## src/rtl/rat_io_pkg.sv

```systemverilog
// rat_io_pkg: shared constants for the RAT MCU port-mapped I/O controller.
//   Port IDs for the IN/OUT decode, button count and debounce defaults.
package rat_io_pkg;
  // Read ports
  localparam logic [7:0] SW_ID       = 8'h20;
  localparam logic [7:0] BTN_ID      = 8'h21;
  localparam logic [7:0] IRQ_STAT_ID = 8'h22;
  // Write ports
  localparam logic [7:0] LED_ID      = 8'h40;
  localparam logic [7:0] SSEG_ID     = 8'h81;
  localparam logic [7:0] IRQ_ACK_ID  = 8'hF0;
  // Read/write
  localparam logic [7:0] IRQ_MASK_ID = 8'hF1;

  localparam int NUM_BTN       = 4;
  localparam int DB_CYCLES_DEF = 500000;
  localparam int DB_W_DEF      = 20;   // 2**DB_W must exceed DB_CYCLES
endpackage

```

## src/rtl/btn_debounce.sv

```systemverilog
// btn_debounce: one-bit button conditioner.
//   CLK, RESET_N : clock, async active-low reset
//   RAW          : asynchronous bouncing input
//   STABLE       : debounced level
//   RISE         : 1-cycle pulse on the edge where STABLE goes 0->1
// A change is accepted only after the synchronized input has differed from
// STABLE for DB_CYCLES consecutive cycles; any agreement restarts the count.
module btn_debounce
  import rat_io_pkg::*;
#(
  parameter int DB_CYCLES = DB_CYCLES_DEF,
  parameter int DB_W      = DB_W_DEF
) (
  input  logic CLK,
  input  logic RESET_N,
  input  logic RAW,
  output logic STABLE,
  output logic RISE
);
  logic [1:0]      r_sync;
  logic            r_stable;
  logic [DB_W-1:0] r_cnt;
  logic            w_diff;
  logic            w_done;

  assign w_diff = r_sync[1] ^ r_stable;
  assign w_done = w_diff && (r_cnt == DB_W'(DB_CYCLES - 1));

  always_ff @(posedge CLK or negedge RESET_N) begin
    if (!RESET_N) begin
      r_sync   <= 2'b00;
      r_stable <= 1'b0;
      r_cnt    <= '0;
    end else begin
      r_sync <= {r_sync[0], RAW};
      if (!w_diff) begin
        r_cnt <= '0;
      end else if (w_done) begin
        r_stable <= r_sync[1];
        r_cnt    <= '0;
      end else begin
        r_cnt <= r_cnt + DB_W'(1);
      end
    end
  end

  assign STABLE = r_stable;
  // Pulse coincides with the edge that loads STABLE=1, so the parent's
  // pending bit and the BTN read change on the same clock.
  assign RISE   = w_done & r_sync[1];
endmodule

```

## src/rtl/rat_io_ctrl.sv

```systemverilog
// rat_io_ctrl: port-mapped I/O controller for the RAT MCU.
//   CLK, RESET_N        : clock, async active-low reset
//   IO_STRB/PORT_ID/OUT_PORT : MCU OUT bus (write on strobe)
//   IN_PORT             : combinational read data for the MCU IN instruction
//   INTR                : registered level interrupt, |(pending & mask)
//   SWITCHES, BTN       : asynchronous board inputs
//   LEDS, SSEG_VAL      : output registers
module rat_io_ctrl
  import rat_io_pkg::*;
#(
  parameter int DB_CYCLES = DB_CYCLES_DEF,
  parameter int DB_W      = DB_W_DEF
) (
  input  logic         CLK,
  input  logic         RESET_N,
  input  logic         IO_STRB,
  input  logic [7:0]   PORT_ID,
  input  logic [7:0]   OUT_PORT,
  output logic [7:0]   IN_PORT,
  output logic         INTR,
  input  logic [7:0]   SWITCHES,
  input  logic [NUM_BTN-1:0] BTN,
  output logic [7:0]   LEDS,
  output logic [7:0]   SSEG_VAL
);
  logic [7:0]         r_leds;
  logic [7:0]         r_sseg;
  logic [NUM_BTN-1:0] r_mask;
  logic [NUM_BTN-1:0] r_pend;
  logic               r_intr;
  logic [1:0][7:0]    r_sw_sync;
  logic [NUM_BTN-1:0] w_stable;
  logic [NUM_BTN-1:0] w_rise;
  logic [NUM_BTN-1:0] w_ack;

  genvar g;
  generate
    for (g = 0; g < NUM_BTN; g++) begin : g_btn
      btn_debounce #(.DB_CYCLES(DB_CYCLES), .DB_W(DB_W)) u_db (
        .CLK    (CLK),
        .RESET_N(RESET_N),
        .RAW    (BTN[g]),
        .STABLE (w_stable[g]),
        .RISE   (w_rise[g])
      );
    end
  endgenerate

  assign w_ack = (IO_STRB && PORT_ID == IRQ_ACK_ID) ? OUT_PORT[NUM_BTN-1:0] : '0;

  always_ff @(posedge CLK or negedge RESET_N) begin
    if (!RESET_N) begin
      r_leds    <= 8'h00;
      r_sseg    <= 8'h00;
      r_mask    <= '1;
      r_pend    <= '0;
      r_intr    <= 1'b0;
      r_sw_sync <= '0;
    end else begin
      r_sw_sync <= {r_sw_sync[0], SWITCHES};
      if (IO_STRB) begin
        case (PORT_ID)
          LED_ID:      r_leds <= OUT_PORT;
          SSEG_ID:     r_sseg <= OUT_PORT;
          IRQ_MASK_ID: r_mask <= OUT_PORT[NUM_BTN-1:0];
          default: ;
        endcase
      end
      // Set is ORed after the clear so a same-cycle edge survives an ack.
      r_pend <= (r_pend & ~w_ack) | w_rise;
      r_intr <= |(r_pend & r_mask);
    end
  end

  always_comb begin
    IN_PORT = 8'h00;
    case (PORT_ID)
      SW_ID:       IN_PORT = r_sw_sync[1];
      BTN_ID:      IN_PORT = {4'b0, w_stable};
      IRQ_STAT_ID: IN_PORT = {4'b0, r_pend};
      IRQ_MASK_ID: IN_PORT = {4'b0, r_mask};
      default:     IN_PORT = 8'h00;
    endcase
  end

  assign LEDS     = r_leds;
  assign SSEG_VAL = r_sseg;
  assign INTR     = r_intr;
endmodule

```

## config.mk

```make
export PLATFORM = sky130hd
export DESIGN_NAME = rat_io_ctrl
export DESIGN_NICKNAME = d
export VERILOG_FILES = /design/src/rtl/rat_io_pkg.sv /design/src/rtl/btn_debounce.sv /design/src/rtl/rat_io_ctrl.sv
export SDC_FILE = /design/constraint.sdc
export NUM_CORES = 1
export LEC_CHECK = 0
export CAP_MARGIN = 20
export CORE_AREA = 2 2 112 142
export CTS_CLUSTER_DIAMETER = 200
export DETAILED_ROUTE_END_ITERATION = 16
export DIE_AREA = 0 0 114 144
export PLACE_DENSITY = 0.56
export SYNTH_ARGS = -nofsm -noshare
export SYNTH_HDL_FRONTEND = slang
export SYNTH_SLANG_ARGS = --single-unit
```

## constraint.sdc

```tcl
create_clock -name CLK -period 2.8 [get_ports CLK]
set_input_delay 0.56 -clock CLK [delete_from_list [all_inputs] [get_ports CLK]]
set_output_delay 0.56 -clock CLK [all_outputs]
set_load 0.01 [all_outputs]
```

==> results <==
- Measured along the x axis, the die boundary spans roughly 110 um.
- The top cell type by area accounts for 54.4% of the synthesized area.
- After synthesis, flip-flops and latches occupy between 50% and 60% of the total area.
- The final wirelength is ~13 mm.
- The slack of the worst reg-to-reg path is ~0.67 ns.
- The analysis attributes to cell leakage a power of 3.07 nW.
- Post-CTS timing repair inserted 0 buffers for setup.
- Cells fill 49.0% of the core in the end.
- The clock insertion delay at the later pin of the skew report is between 0.4 and 0.5 ns.
- The floorplan die area is roughly 16,000 um2.
- The CTS root buffer is sky130_fd_sc_hd__clkbuf_16.
- The cell taking the most area after synthesis is sky130_fd_sc_hd__dfrtp_1.
- The max-slew violation total from the final report is 0.
- The synthesized design contains 133 register bits.
- The count of synthesis-stage warnings from yosys is 0.
- The worst reg2reg path endpoint is g_btn[3].u_db.r_cnt[18].
- Setup repair after global routing left no endpoint under its margin.
- During placement, the flow inserted port buffers numbering between 50 and 60.
- The data required time of the worst path is between 2 and 2.5 ns.
- The HPWL after detailed placement is between 9 and 10 mm.
- The type of the worst setup path is primary input to output pin.
- The number of vias in the routed layout is around 4,400.
- The setup TNS is 0 ns.
- The number of cell rows is slightly above 50.
- The number of hold violations in the final report is 0.
- Setup slack closes at roughly 0.12 ns.
- The worst setup path is captured at an output pin.
- The completed layout was analyzed and its total power is 4.42 mW.
- In the post-synthesis netlist, the biggest area contributors are sky130_fd_sc_hd__dfrtp_1 54%, sky130_fd_sc_hd__xnor2_1 4.9%, sky130_fd_sc_hd__nor2_1 4.4%.
- The mapped cell area is ~6000 um2.
- The number of antenna repair diodes is 0.
- The detailed-route DRC error count is 0.
- The peak clock frequency supported by timing is 373 MHz.
- The total power density per cell area is approximately 590 nW/um2.
- The TritonCTS clock tree is done.
- In this run the worst path has a maximum fanout of 8.
- The weighted congestion at the end of routability-driven global placement is roughly 0.8.
- The deepest clock path buffer count is 2.
- The antenna violation net count after detailed routing is 0.
- The final layout net count is 681.
- The flow ran to the end, and the final reports show no timing, DRC or antenna violations.
- The startpoint identified for the worst register-to-register timing path is g_btn[3].u_db.r_cnt[0].
- Subtracting the final worst setup slack from the clock period gives around 2.7 ns.
- The tightest min-delay check is of the primary input to asynchronous set/reset pin type.
- The height of the die is 144 um.
- The remaining global-route overflow is 0.
- After detailed routing, the average wire length per cell comes to about 15 um.
- In this run the standard cell core region covers about 15,000 um2.
- The number of global-route vias before repair is about 4,600.
- The share of the clock period used by the worst path after layout is between 90% and 100%.
- The initial detailed-routing violation count is 117.
- The first global-routing pass estimated about 22 mm of wire.
- The number of maximum-capacitance violations is 0.
- Measured in cells, the most critical reg-to-reg path has a length of 5.
- The area growth from synthesis to layout is 25.4%.
- Entering global routing, the biggest net connects 47 pins.
- The synthesized netlist contains 40 unique library cells.
- The number of endpoints failing setup at the final stage is 0.
- Tracing the worst setup path back leads to its startpoint at PORT_ID[4].
- The data arrival time of the critical path is 2.12 ns.
- Measured against its own limit, the worst slew margin works out to around three fifths.
- The actual transition at the worst max-transition pin is approximately 0.6 ns.
- The number of antenna violations at the first check in global routing is 0.
- The number of detailed-routing iterations run before antenna repair is 4.
- The synthesized netlist net count is ~600.
- In the global route stage, overall resource usage came out at between 10% and 20%.
- The peak supply drop is 0.314 mV.
- The H-tree depth is 4.
- The detailed-route vias per instance is 5.23.
- For this design, the CTS-stage hold fixing added 0 buffers.
- The number of top-level design ports is 56.
- Buffers inserted during clock tree synthesis total 17.
- After clock tree synthesis, the clock-pin slew on the worst setup and hold paths is roughly 0.050 ns.
- The initial utilization of the core area, before any placement, comes to between 30 and 40%.
- The number of fill cells is 1,399.
- The worst setup timing slack at the placement stage is -0.370 ns.
- The layout cell share with drive strength beyond 1 is between 10% and 20%.
- The synthesized instance count is around 560.
- The worst clock skew is between 0.004 and 0.005 ns.
- The synthesized area divided by synthesized cell count is roughly 11 um2.
- The worst setup path is launched from a primary input.
- The clock drives approximately 130 sinks.
## synthesized netlist by cell type
cell type / instances
sky130_fd_sc_hd__dfrtp_1: 129
sky130_fd_sc_hd__nor2_1: 69
sky130_fd_sc_hd__nand2_1: 39
sky130_fd_sc_hd__o21ai_0: 33
sky130_fd_sc_hd__xnor2_1: 33
sky130_fd_sc_hd__a21oi_1: 25
sky130_fd_sc_hd__nand3_1: 25
sky130_fd_sc_hd__inv_1: 20
sky130_fd_sc_hd__nand4_1: 18
sky130_fd_sc_hd__or3_1: 18
sky130_fd_sc_hd__xor2_1: 18
sky130_fd_sc_hd__or4_1: 16
sky130_fd_sc_hd__mux2_2: 12
sky130_fd_sc_hd__nor4_1: 10
sky130_fd_sc_hd__nor4b_1: 10
sky130_fd_sc_hd__o31ai_1: 10
sky130_fd_sc_hd__nor3_1: 9
sky130_fd_sc_hd__clkbuf_1: 7
sky130_fd_sc_hd__a22oi_1: 6
sky130_fd_sc_hd__and2_1: 6
sky130_fd_sc_hd__and4_1: 6
sky130_fd_sc_hd__and3_1: 5
sky130_fd_sc_hd__a221o_1: 4
sky130_fd_sc_hd__buf_2: 4
sky130_fd_sc_hd__dfstp_2: 4
sky130_fd_sc_hd__ha_1: 4
sky130_fd_sc_hd__nand4_2: 3
sky130_fd_sc_hd__or2_2: 3
sky130_fd_sc_hd__nand2b_1: 2
sky130_fd_sc_hd__nand3_2: 2
sky130_fd_sc_hd__nand4b_1: 2
sky130_fd_sc_hd__a31o_2: 1
sky130_fd_sc_hd__buf_1: 1
sky130_fd_sc_hd__clkbuf_2: 1
sky130_fd_sc_hd__o21a_1: 1
sky130_fd_sc_hd__o31ai_2: 1
sky130_fd_sc_hd__o41ai_2: 1
sky130_fd_sc_hd__o41ai_4: 1
sky130_fd_sc_hd__or4b_1: 1
sky130_fd_sc_hd__or4b_2: 1
## power by group
part | internal, mW | switching (mW)
registers | 1.98 | 0.0338
clock network | 1.40 | 0.792
logic | 0.107 | 0.113
## metrics by stage
step | hold slack (ns) | cells | cell area, um2
5_1_grt | 0.187 | 844 | 7440
4_1_cts | 0.165 | 844 | 7450
3_5_place_dp | 0.336 | 812 | 6850
3_3_place_gp | 0.333 | 812 | 6850
2_1_floorplan | 0.264 | 561 | 5940
6_report | 0.152 | 844 | 7440
## critical path, cell delays in order
cell and delay, ns:
sky130_fd_sc_hd__clkdlybuf4s50_1 0.44, sky130_fd_sc_hd__nor4b_2 0.28, sky130_fd_sc_hd__buf_4 0.17, sky130_fd_sc_hd__nand2_1 0.05
sky130_fd_sc_hd__nor2_1 0.08, sky130_fd_sc_hd__buf_4 0.16, sky130_fd_sc_hd__and2_1 0.12, sky130_fd_sc_hd__dlygate4sd2_1 0.26
## cells by family after synthesis
logic type / after synthesis / synth area share, %
simple gates: 245 / 22.2
flops: 133 / 56.1
compound gates: 83 / 8.81
xor+xnor: 51 / 7.52
buf+inv: 33 / 2.19
mux: 12 / 2.28
fa+ha+maj: 4 / 0.843
## worst max path at each step
stage / end / slack (ns) / cells after the start
floorplan: IN_PORT[0] / 0.47 / 4
global placement: IN_PORT[0] / -0.37 / 9
detailed placement: IN_PORT[1] / -0.37 / 9
CTS: IN_PORT[2] / 0.0002 / 8
global route: IN_PORT[5] / 0.007 / 8
finish: IN_PORT[4] / 0.12 / 8
## final cells by class
class,instances,area (um2),area share (%)
clock buffers,23,488,6.56
clock inverters,9,100,1.34
inverters,20,75.1,1.01
multi-input cells,395,2500,33.6
flip-flops and latches,133,3330,44.8
well taps,185,231,3.11
repair buffers,79,716,9.62
## cell usage in the layout (no fill, tap or decap), drive strengths merged, types with 9 or more instances in the layout
master and n:
nor4b 10, a21oi 25, dfrtp 129, or4 16, nand3 27, inv 20, nor3 9, nand2 39
nand4 21, buf 25, o21ai 33, or3 18, xnor2 33, clkbuf 27, xor2 18, clkdlybuf4s50 45
nor2 69, nor4 10, o31ai 11, mux2 12
## timing repair
action	in CTS	in global routing
gates resized for setup	15	8
setup endpoints to repair	8	5
pin swaps	0	0
## state kept, by name, summed over array words and instances (netlist names)
register           count
g_btn.u_db.r_cnt      80
r_sw_sync             16
LEDS                   8
SSEG_VAL               8
g_btn.u_db.r_sync      8
g_btn.u_db.STABLE      4
r_mask                 4
r_pend                 4
INTR                   1
## metal layers
layer / vias to the layer above / wire [um] / track usage, %
met5: - / 0 / 0
met4: 0 / 235 / 5.97
met3: 19 / 351 / 4.74
met2: 52 / 6520 / 28.2
met1: 2164 / 5570 / 20.6
li1: 2183 / - / -
Power figures use the tool's default switching activity.
